$ cat src/rtl/float_divider.sv
// Multi-cycle restoring divider for IEEE-754 single mantissas/exponents: unrounded quotient, round/sticky bits and IV/DZ flags.
// Latency: 25/ITER_PER_CYCLE clocks from load to the ready pulse; special cases answer on the load edge itself.
// No backpressure: a new load is always accepted and aborts any divide in flight; ready is a single-cycle pulse.
module float_divider #(
  parameter int ITER_PER_CYCLE = 1
) (
  input  logic        clk,
  input  logic        reset,
  input  logic        load,
  input  logic        op_div,
  input  logic [23:0] man_a,
  input  logic [23:0] man_b,
  input  logic [9:0]  exp_a,
  input  logic [9:0]  exp_b,
  input  logic        sgn_a,
  input  logic        sgn_b,
  input  logic        zero_a,
  input  logic        zero_b,
  input  logic        inf_a,
  input  logic        inf_b,
  input  logic        sNaN_a,
  input  logic        sNaN_b,
  input  logic        qNaN_a,
  input  logic        qNaN_b,
  output logic [23:0] man_y,
  output logic [9:0]  exp_y,
  output logic        sgn_y,
  output logic        round_bit,
  output logic        sticky_bit,
  output logic        IV,
  output logic        DZ,
  output logic        final_res,
  output logic        ready
);

  localparam int         LAT      = 25 / ITER_PER_CYCLE;
  localparam logic [4:0] LAST_CNT = 5'(LAT - 1);

  typedef enum logic {IDLE, CALC} state_t;
  state_t state_q, state_d;

  logic [25:0] rem_q;
  logic [23:0] div_q;
  logic [24:0] q_q;
  logic [4:0]  cnt_q;

  logic        iv_c, nan_c, inf_res_c, zero_res_c, special_c, man_lt_c, last_c;
  logic [23:0] spc_man_c;
  logic [9:0]  spc_exp_c;
  logic        spc_sgn_c, spc_dz_c;
  logic [9:0]  exp_norm_c;
  logic [25:0] rem_init_c;
  logic [25:0] rem_c;
  logic [24:0] q_c;

  assign iv_c       = sNaN_a | sNaN_b | (zero_a & zero_b) | (inf_a & inf_b);
  assign nan_c      = iv_c | qNaN_a | qNaN_b;
  assign inf_res_c  = inf_a | zero_b;
  assign zero_res_c = zero_a | inf_b;
  assign special_c  = nan_c | inf_res_c | zero_res_c;
  assign man_lt_c   = (man_a < man_b);
  assign last_c     = (state_q == CALC) && (cnt_q == LAST_CNT);

  // Pre-normalise so the first quotient bit is always 1: a smaller dividend is doubled and the exponent drops by one.
  assign exp_norm_c = exp_a - exp_b - {9'd0, man_lt_c};
  assign rem_init_c = man_lt_c ? {1'b0, man_a, 1'b0} : {2'b00, man_a};

  // Special-case result selection, highest priority first: NaN, then infinity, then zero.
  always_comb begin
    spc_man_c = 24'h000000;
    spc_exp_c = 10'h000;
    spc_sgn_c = sgn_a ^ sgn_b;
    spc_dz_c  = 1'b0;
    if (nan_c) begin
      spc_man_c = 24'hC00000;
      spc_exp_c = 10'h0FF;
      spc_sgn_c = 1'b0;
    end else if (inf_res_c) begin
      spc_man_c = 24'h800000;
      spc_exp_c = 10'h0FF;
      spc_dz_c  = zero_b & ~inf_a;
    end
  end

  // Chain ITER_PER_CYCLE restoring steps; quotient bits shift in at the LSB so the first bit lands in q[24].
  always_comb begin
    rem_c = rem_q;
    q_c   = q_q;
    for (int i = 0; i < ITER_PER_CYCLE; i++) begin
      if (rem_c >= {2'b00, div_q}) begin
        rem_c = rem_c - {2'b00, div_q};
        q_c   = {q_c[23:0], 1'b1};
      end else begin
        q_c   = {q_c[23:0], 1'b0};
      end
      rem_c = {rem_c[24:0], 1'b0};
    end
  end

  // State register.
  always_ff @(posedge clk or posedge reset) begin
    if (reset) state_q <= IDLE;
    else       state_q <= state_d;
  end

  // Next state: loads win over everything; a divide returns to IDLE on its last iteration edge.
  always_comb begin
    state_d = state_q;
    if (load)        state_d = (op_div && !special_c) ? CALC : IDLE;
    else if (last_c) state_d = IDLE;
  end

  // Datapath and output registers: load handling, iteration, and result capture on the final edge.
  always_ff @(posedge clk or posedge reset) begin
    if (reset) begin
      rem_q      <= '0;
      div_q      <= '0;
      q_q        <= '0;
      cnt_q      <= '0;
      man_y      <= '0;
      exp_y      <= '0;
      sgn_y      <= 1'b0;
      round_bit  <= 1'b0;
      sticky_bit <= 1'b0;
      IV         <= 1'b0;
      DZ         <= 1'b0;
      final_res  <= 1'b0;
      ready      <= 1'b0;
    end else if (load) begin
      rem_q      <= '0;
      div_q      <= '0;
      q_q        <= '0;
      cnt_q      <= '0;
      man_y      <= '0;
      exp_y      <= '0;
      sgn_y      <= 1'b0;
      round_bit  <= 1'b0;
      sticky_bit <= 1'b0;
      IV         <= 1'b0;
      DZ         <= 1'b0;
      final_res  <= 1'b0;
      ready      <= 1'b0;
      if (op_div && special_c) begin
        man_y     <= spc_man_c;
        exp_y     <= spc_exp_c;
        sgn_y     <= spc_sgn_c;
        IV        <= iv_c;
        DZ        <= spc_dz_c;
        final_res <= 1'b1;
        ready     <= 1'b1;
      end else if (op_div) begin
        rem_q <= rem_init_c;
        div_q <= man_b;
        exp_y <= exp_norm_c;
        sgn_y <= sgn_a ^ sgn_b;
      end
    end else if (state_q == CALC) begin
      rem_q <= rem_c;
      q_q   <= q_c;
      cnt_q <= cnt_q + 5'd1;
      ready <= last_c;
      if (last_c) begin
        man_y      <= q_c[24:1];
        round_bit  <= q_c[0];
        sticky_bit <= |rem_c;
      end
    end else begin
      ready <= 1'b0;
    end
  end

endmodule

$ cat config.mk
export PLATFORM = sky130hd
export DESIGN_NAME = float_divider
export DESIGN_NICKNAME = d
export VERILOG_FILES = /design/src/rtl/float_divider.sv
export SDC_FILE = /design/constraint.sdc
export NUM_CORES = 1
export LEC_CHECK = 0
export CORE_UTILIZATION = 60
export DETAILED_ROUTE_END_ITERATION = 6
export DONT_BUFFER_PORTS = 1
export GPL_TIMING_DRIVEN = 0
export PLACE_DENSITY = 0.81
export REMOVE_ABC_BUFFERS = 1
export SETUP_SLACK_MARGIN = 0.5
export SLEW_MARGIN = 30
export SYNTH_ARGS = -nofsm -noshare
export SYNTH_HDL_FRONTEND = slang
export SYNTH_SLANG_ARGS = --single-unit
export TNS_END_PERCENT = 100
$ cat constraint.sdc
create_clock -name clk -period 4.7 [get_ports clk]
set_input_delay 0.47 -clock clk [delete_from_list [all_inputs] [get_ports clk]]
set_output_delay 0.47 -clock clk [all_outputs]
set_load 0.1 [all_outputs]
==> results.md <==
Run status:
- The run finished with clean final reports.

Detailed routing:
- The pre-antenna-repair detailed-routing pass consisted of 5 iterations.
- The detail route stage leaves a number of antenna-violating nets equal to 0.
- After detailed routing, the number of remaining DRC violations is 0.
- The per-cell routed wire length is 18.3 um.
- The total number of vias is 6458.
- The first routing iteration left 498 violations.
- For this block, the routed nets add up to 19.1 mm of wire.
- The per-cell via count in the routed design is 6.20.

Timing:
- The pin slew with the least headroom to its limit is 0.998 ns.
- Setup violations remaining at the end of the flow were counted as 0.
- Setup repair after global routing left no endpoint under its margin.
- Summed over all failing endpoints, the final setup total negative slack is 0 ns.
- For the final database, setup skew stands at 0.0105 ns.
- The hold slack is 0.174 ns.
- The routed design could run at a clock period as short as 4.06 ns.
- Headroom to the max-slew limit came out at 33.5%.
- The final critical-path share of the clock period is 86.4%.
- For this run, the top clock speed supported by timing is 246 MHz.
- The hold violation count in the final report is 0.
- The number of pins with negative max-slew slack in the final report is 0.

CTS:
- Clock tree synthesis inserted a total of 17 buffers.
- The clock drives 121 sinks.
- The clock insertion delay at the later pin of the skew report is 0.42 ns.
- The clock transition at the registers of the reported paths is 0.06 ns.
- TritonCTS built the clock tree.
- The worst-case clock buffer depth is 2.
- The clock tree synthesis step divided the H-tree into 4 levels.
- The clock root buffer is sky130_fd_sc_hd__clkbuf_16.

Floorplanning:
- The area of the core region is 12800 um^2.
- The vertical extent of the die is 117 um.
- The total number of placement rows is 41.
- 123 I/O pins were placed.
- The floorplan step set the die width to 117 um.
- Once the floorplan was initialized, standard cells occupied 62.5% of the core.
- The area of the die is 13800 um^2.

Yosys:
- The Yosys step of the flow raised 0 warnings.
- The top flip-flop cell by instance count after synthesis is sky130_fd_sc_hd__dfrtp_1.
- The part of the Yosys area used for sequential elements is 37.9%.
- Counting flops with a built-in enable in the synthesized netlist gives 0.
- After synthesis, the cell types taking the most area are sky130_fd_sc_hd__dfrtp_1 38%, sky130_fd_sc_hd__ha_1 10%, sky130_fd_sc_hd__mux2i_1 8.8%.
- The top cell type by total area after synthesis is sky130_fd_sc_hd__dfrtp_1.
- The synthesized design contains 121 register bits.
- The average footprint of a synthesized cell is 9.22 um^2.
- Summing every instance area after synthesis gives 7980 um^2.
- The post-synthesis async set-or-reset flop share is 100%.
- The cell count after synthesis is 866.
- By count the netlist is led by 121 x sky130_fd_sc_hd__dfrtp_1, 85 x sky130_fd_sc_hd__inv_1, 73 x sky130_fd_sc_hd__nor2_1.
- The most used standard cell by instance count after synthesis is sky130_fd_sc_hd__dfrtp_1.
- The top cell type by area accounts for 37.9% of the synthesized area.
- In this run, distinct cell masters in the synthesized netlist total 66.

Power:
- IR analysis of the VDD net gives a maximum drop of 0.230 mV.
- The total leakage power is 4.13 nW.
- After layout, the design draws a total of 2.77 mW.
- Dividing total power by cell area gives a power density of 314 nW/um^2.

GRT:
- For met1 alone, demand over resource in global routing was 36.0%.
- The overall global routing resource usage is 28.2%.
- The via count of the first global-routing pass is 6507.
- After global routing, the most crowded layer is met2.
- The initial antenna violation count came to 0.
- Summed over all layers, the global routing overflow is 0.
- The largest net degree at the start of global routing is 114.
- The first global-routing pass estimated 31.7 mm of wire.
- For this run, global-route usage on met2 was measured as 46.5%.
- In the global route stage, met3 resource usage came out at 7.25%.

Final layout:
- The layout-stage area growth over the synthesis result is 10.8%.
- After filler insertion, the fill cell instance count of the layout stands at 992.
- Of the cells placed in the final design, the portion with a size suffix greater than 1 is 7.94%.
- The total number of nets in the final design is 1006.
- The repair_antennas step left the layout with diodes totalling 0.
- Cells fill 69.3% of the core in the end.

Placement:
- The number of port buffers is 0.
- Routability-driven placement finished with a final weighted congestion of 0.898.
- The detailed placement HPWL is 13.7 mm.

Worst setup path:
- The type of element launching the critical path is an input port.
- The maximum fanout along the worst path is 7.
- Data on the critical path is required at its endpoint by 5.01 ns.
- The element type at the critical path end is a register.
- The signal arrival time at the worst endpoint is 4.37 ns.
- The critical path in this run is classified as in -> reg.

Run:
- The tool flagged a number of max-cap violations equal to 0.

Min path:
- The path class of the tightest hold or removal check is in -> reg.
[cells by family after synthesis]
logic type	after synthesis	share of synthesized area (%)
buffers and inverters	129	6.44
and+or+nand+nor	211	12.1
AOI/OAI and AO/OA	231	19.8
muxes	72	9.06
DFF	121	37.9
xor gates and xnor gates	34	3.73
adders and majority gates	68	10.9
[flip-flops by register name, summed over array words and instances (netlist names), 5 cells and up]
signal and flops:
div_q 24, rem_q 26, man_y 24, q_q 24, cnt_q 5, exp_y 10
[routing by layer]
| metal | vias to the layer above | routed length (um) |
|---|---|---|
| met2 | 223 | 9220 |
| met4 | 0 | 232 |
| met5 | - | 0 |
| met1 | 3149 | 8480 |
| li1 | 3060 | - |
| met3 | 26 | 1120 |
[worst paths after layout]
kind                                from    endpoint  slack, ns  cells past startpoint
worst max-delay path            man_b[9]    exp_y[8]       0.64                     23
worst min-delay path                load   rem_q[25]       0.17                      1
worst max register to register  rem_q[0]  sticky_bit       0.96                     13
worst min register to register  div_q[0]    div_q[0]       0.53                      1
max in group asynchronous          reset     state_q       3.47                      3
min in group asynchronous          reset   man_y[11]       0.55                      2
[worst max-delay path, cell delays in order]
cell,delay [ns]
sky130_fd_sc_hd__inv_1,0.03
sky130_fd_sc_hd__ha_1,0.28
sky130_fd_sc_hd__a21o_1,0.19
sky130_fd_sc_hd__a21o_1,0.17
sky130_fd_sc_hd__a21oi_1,0.14
sky130_fd_sc_hd__a2bb2oi_1,0.17
sky130_fd_sc_hd__a21oi_1,0.12
sky130_fd_sc_hd__a211oi_4,0.36
sky130_fd_sc_hd__o31ai_4,0.10
sky130_fd_sc_hd__buf_6,0.17
sky130_fd_sc_hd__fa_1,0.52
sky130_fd_sc_hd__inv_1,0.05
sky130_fd_sc_hd__ha_1,0.19
sky130_fd_sc_hd__nor2_2,0.12
sky130_fd_sc_hd__fa_2,0.22
sky130_fd_sc_hd__nand2_1,0.08
sky130_fd_sc_hd__a21oi_2,0.19
sky130_fd_sc_hd__o21bai_1,0.09
sky130_fd_sc_hd__a21oi_2,0.16
sky130_fd_sc_hd__o21bai_1,0.08
sky130_fd_sc_hd__a21oi_1,0.15
sky130_fd_sc_hd__xnor2_1,0.08
sky130_fd_sc_hd__a22o_1,0.19
[stage by stage]
step | instances | cell area [um^2] | setup WS, ns
after floorplan | 822 | 7790 | -1.74
after global placement | 994 | 8000 | -3.44
after detailed placement | 1002 | 8140 | -0.402
after CTS | 1036 | 8770 | 0.521
after global routing | 1041 | 8850 | 0.461
final | 1041 | 8850 | 0.638
[area by class of cell]
type | count | area [um^2] | share of cell area, %
Multi-Input combinational cell | 616 | 4500 | 50.8
Clock inverter | 12 | 165 | 1.87
Clock buffer | 20 | 447 | 5.05
Sequential cell | 121 | 3030 | 34.3
Timing Repair Buffer | 15 | 163 | 1.84
Tap cell | 172 | 215 | 2.43
Inverter | 85 | 327 | 3.69
[layout by cell type (no fill, tap or decap), types with 3 or more instances in the layout]
master	count
sky130_fd_sc_hd__clkinv_4	3
sky130_fd_sc_hd__o31ai_1	5
sky130_fd_sc_hd__and3_1	5
sky130_fd_sc_hd__nand3_1	7
sky130_fd_sc_hd__o21ai_1	3
sky130_fd_sc_hd__nor4_1	5
sky130_fd_sc_hd__o22ai_1	29
sky130_fd_sc_hd__a211oi_1	10
sky130_fd_sc_hd__clkbuf_16	17
sky130_fd_sc_hd__xor2_1	13
sky130_fd_sc_hd__or3_1	3
sky130_fd_sc_hd__bufinv_16	3
sky130_fd_sc_hd__a221oi_1	3
sky130_fd_sc_hd__dfrtp_1	120
sky130_fd_sc_hd__inv_1	84
sky130_fd_sc_hd__a21o_1	16
sky130_fd_sc_hd__nor3_1	8
sky130_fd_sc_hd__or4_1	4
sky130_fd_sc_hd__a21oi_1	58
sky130_fd_sc_hd__nand2b_1	5
sky130_fd_sc_hd__and2_1	3
sky130_fd_sc_hd__a211o_1	18
sky130_fd_sc_hd__nor2_1	72
sky130_fd_sc_hd__o21ai_0	37
sky130_fd_sc_hd__nand2_1	71
sky130_fd_sc_hd__buf_4	8
sky130_fd_sc_hd__nand4_1	13
sky130_fd_sc_hd__buf_6	4
sky130_fd_sc_hd__o2bb2ai_1	4
sky130_fd_sc_hd__ha_1	65
sky130_fd_sc_hd__xnor2_1	21
sky130_fd_sc_hd__o32ai_1	3
sky130_fd_sc_hd__o21bai_1	8
sky130_fd_sc_hd__a21oi_2	4
sky130_fd_sc_hd__inv_6	3
sky130_fd_sc_hd__mux2i_1	70
sky130_fd_sc_hd__clkinvlp_4	3
[power by group]
part | internal, mW | leakage (nW) | switching (mW)
clock network | 0.854 | 0.288 | 0.495
registers | 1.05 | 1.67 | 0.0841
logic | 0.129 | 2.18 | 0.160
total | 2.03 | 4.13 | 0.739
[what timing repair did]
item	in CTS	in global routing
buffers inserted	1	5
gates resized for setup	3	7
hold endpoints to repair	47	0
setup endpoints to repair	4	2
hold buffers	1	0
pin swaps	2	6
Note: power is estimated with default switching activity, not from simulation.
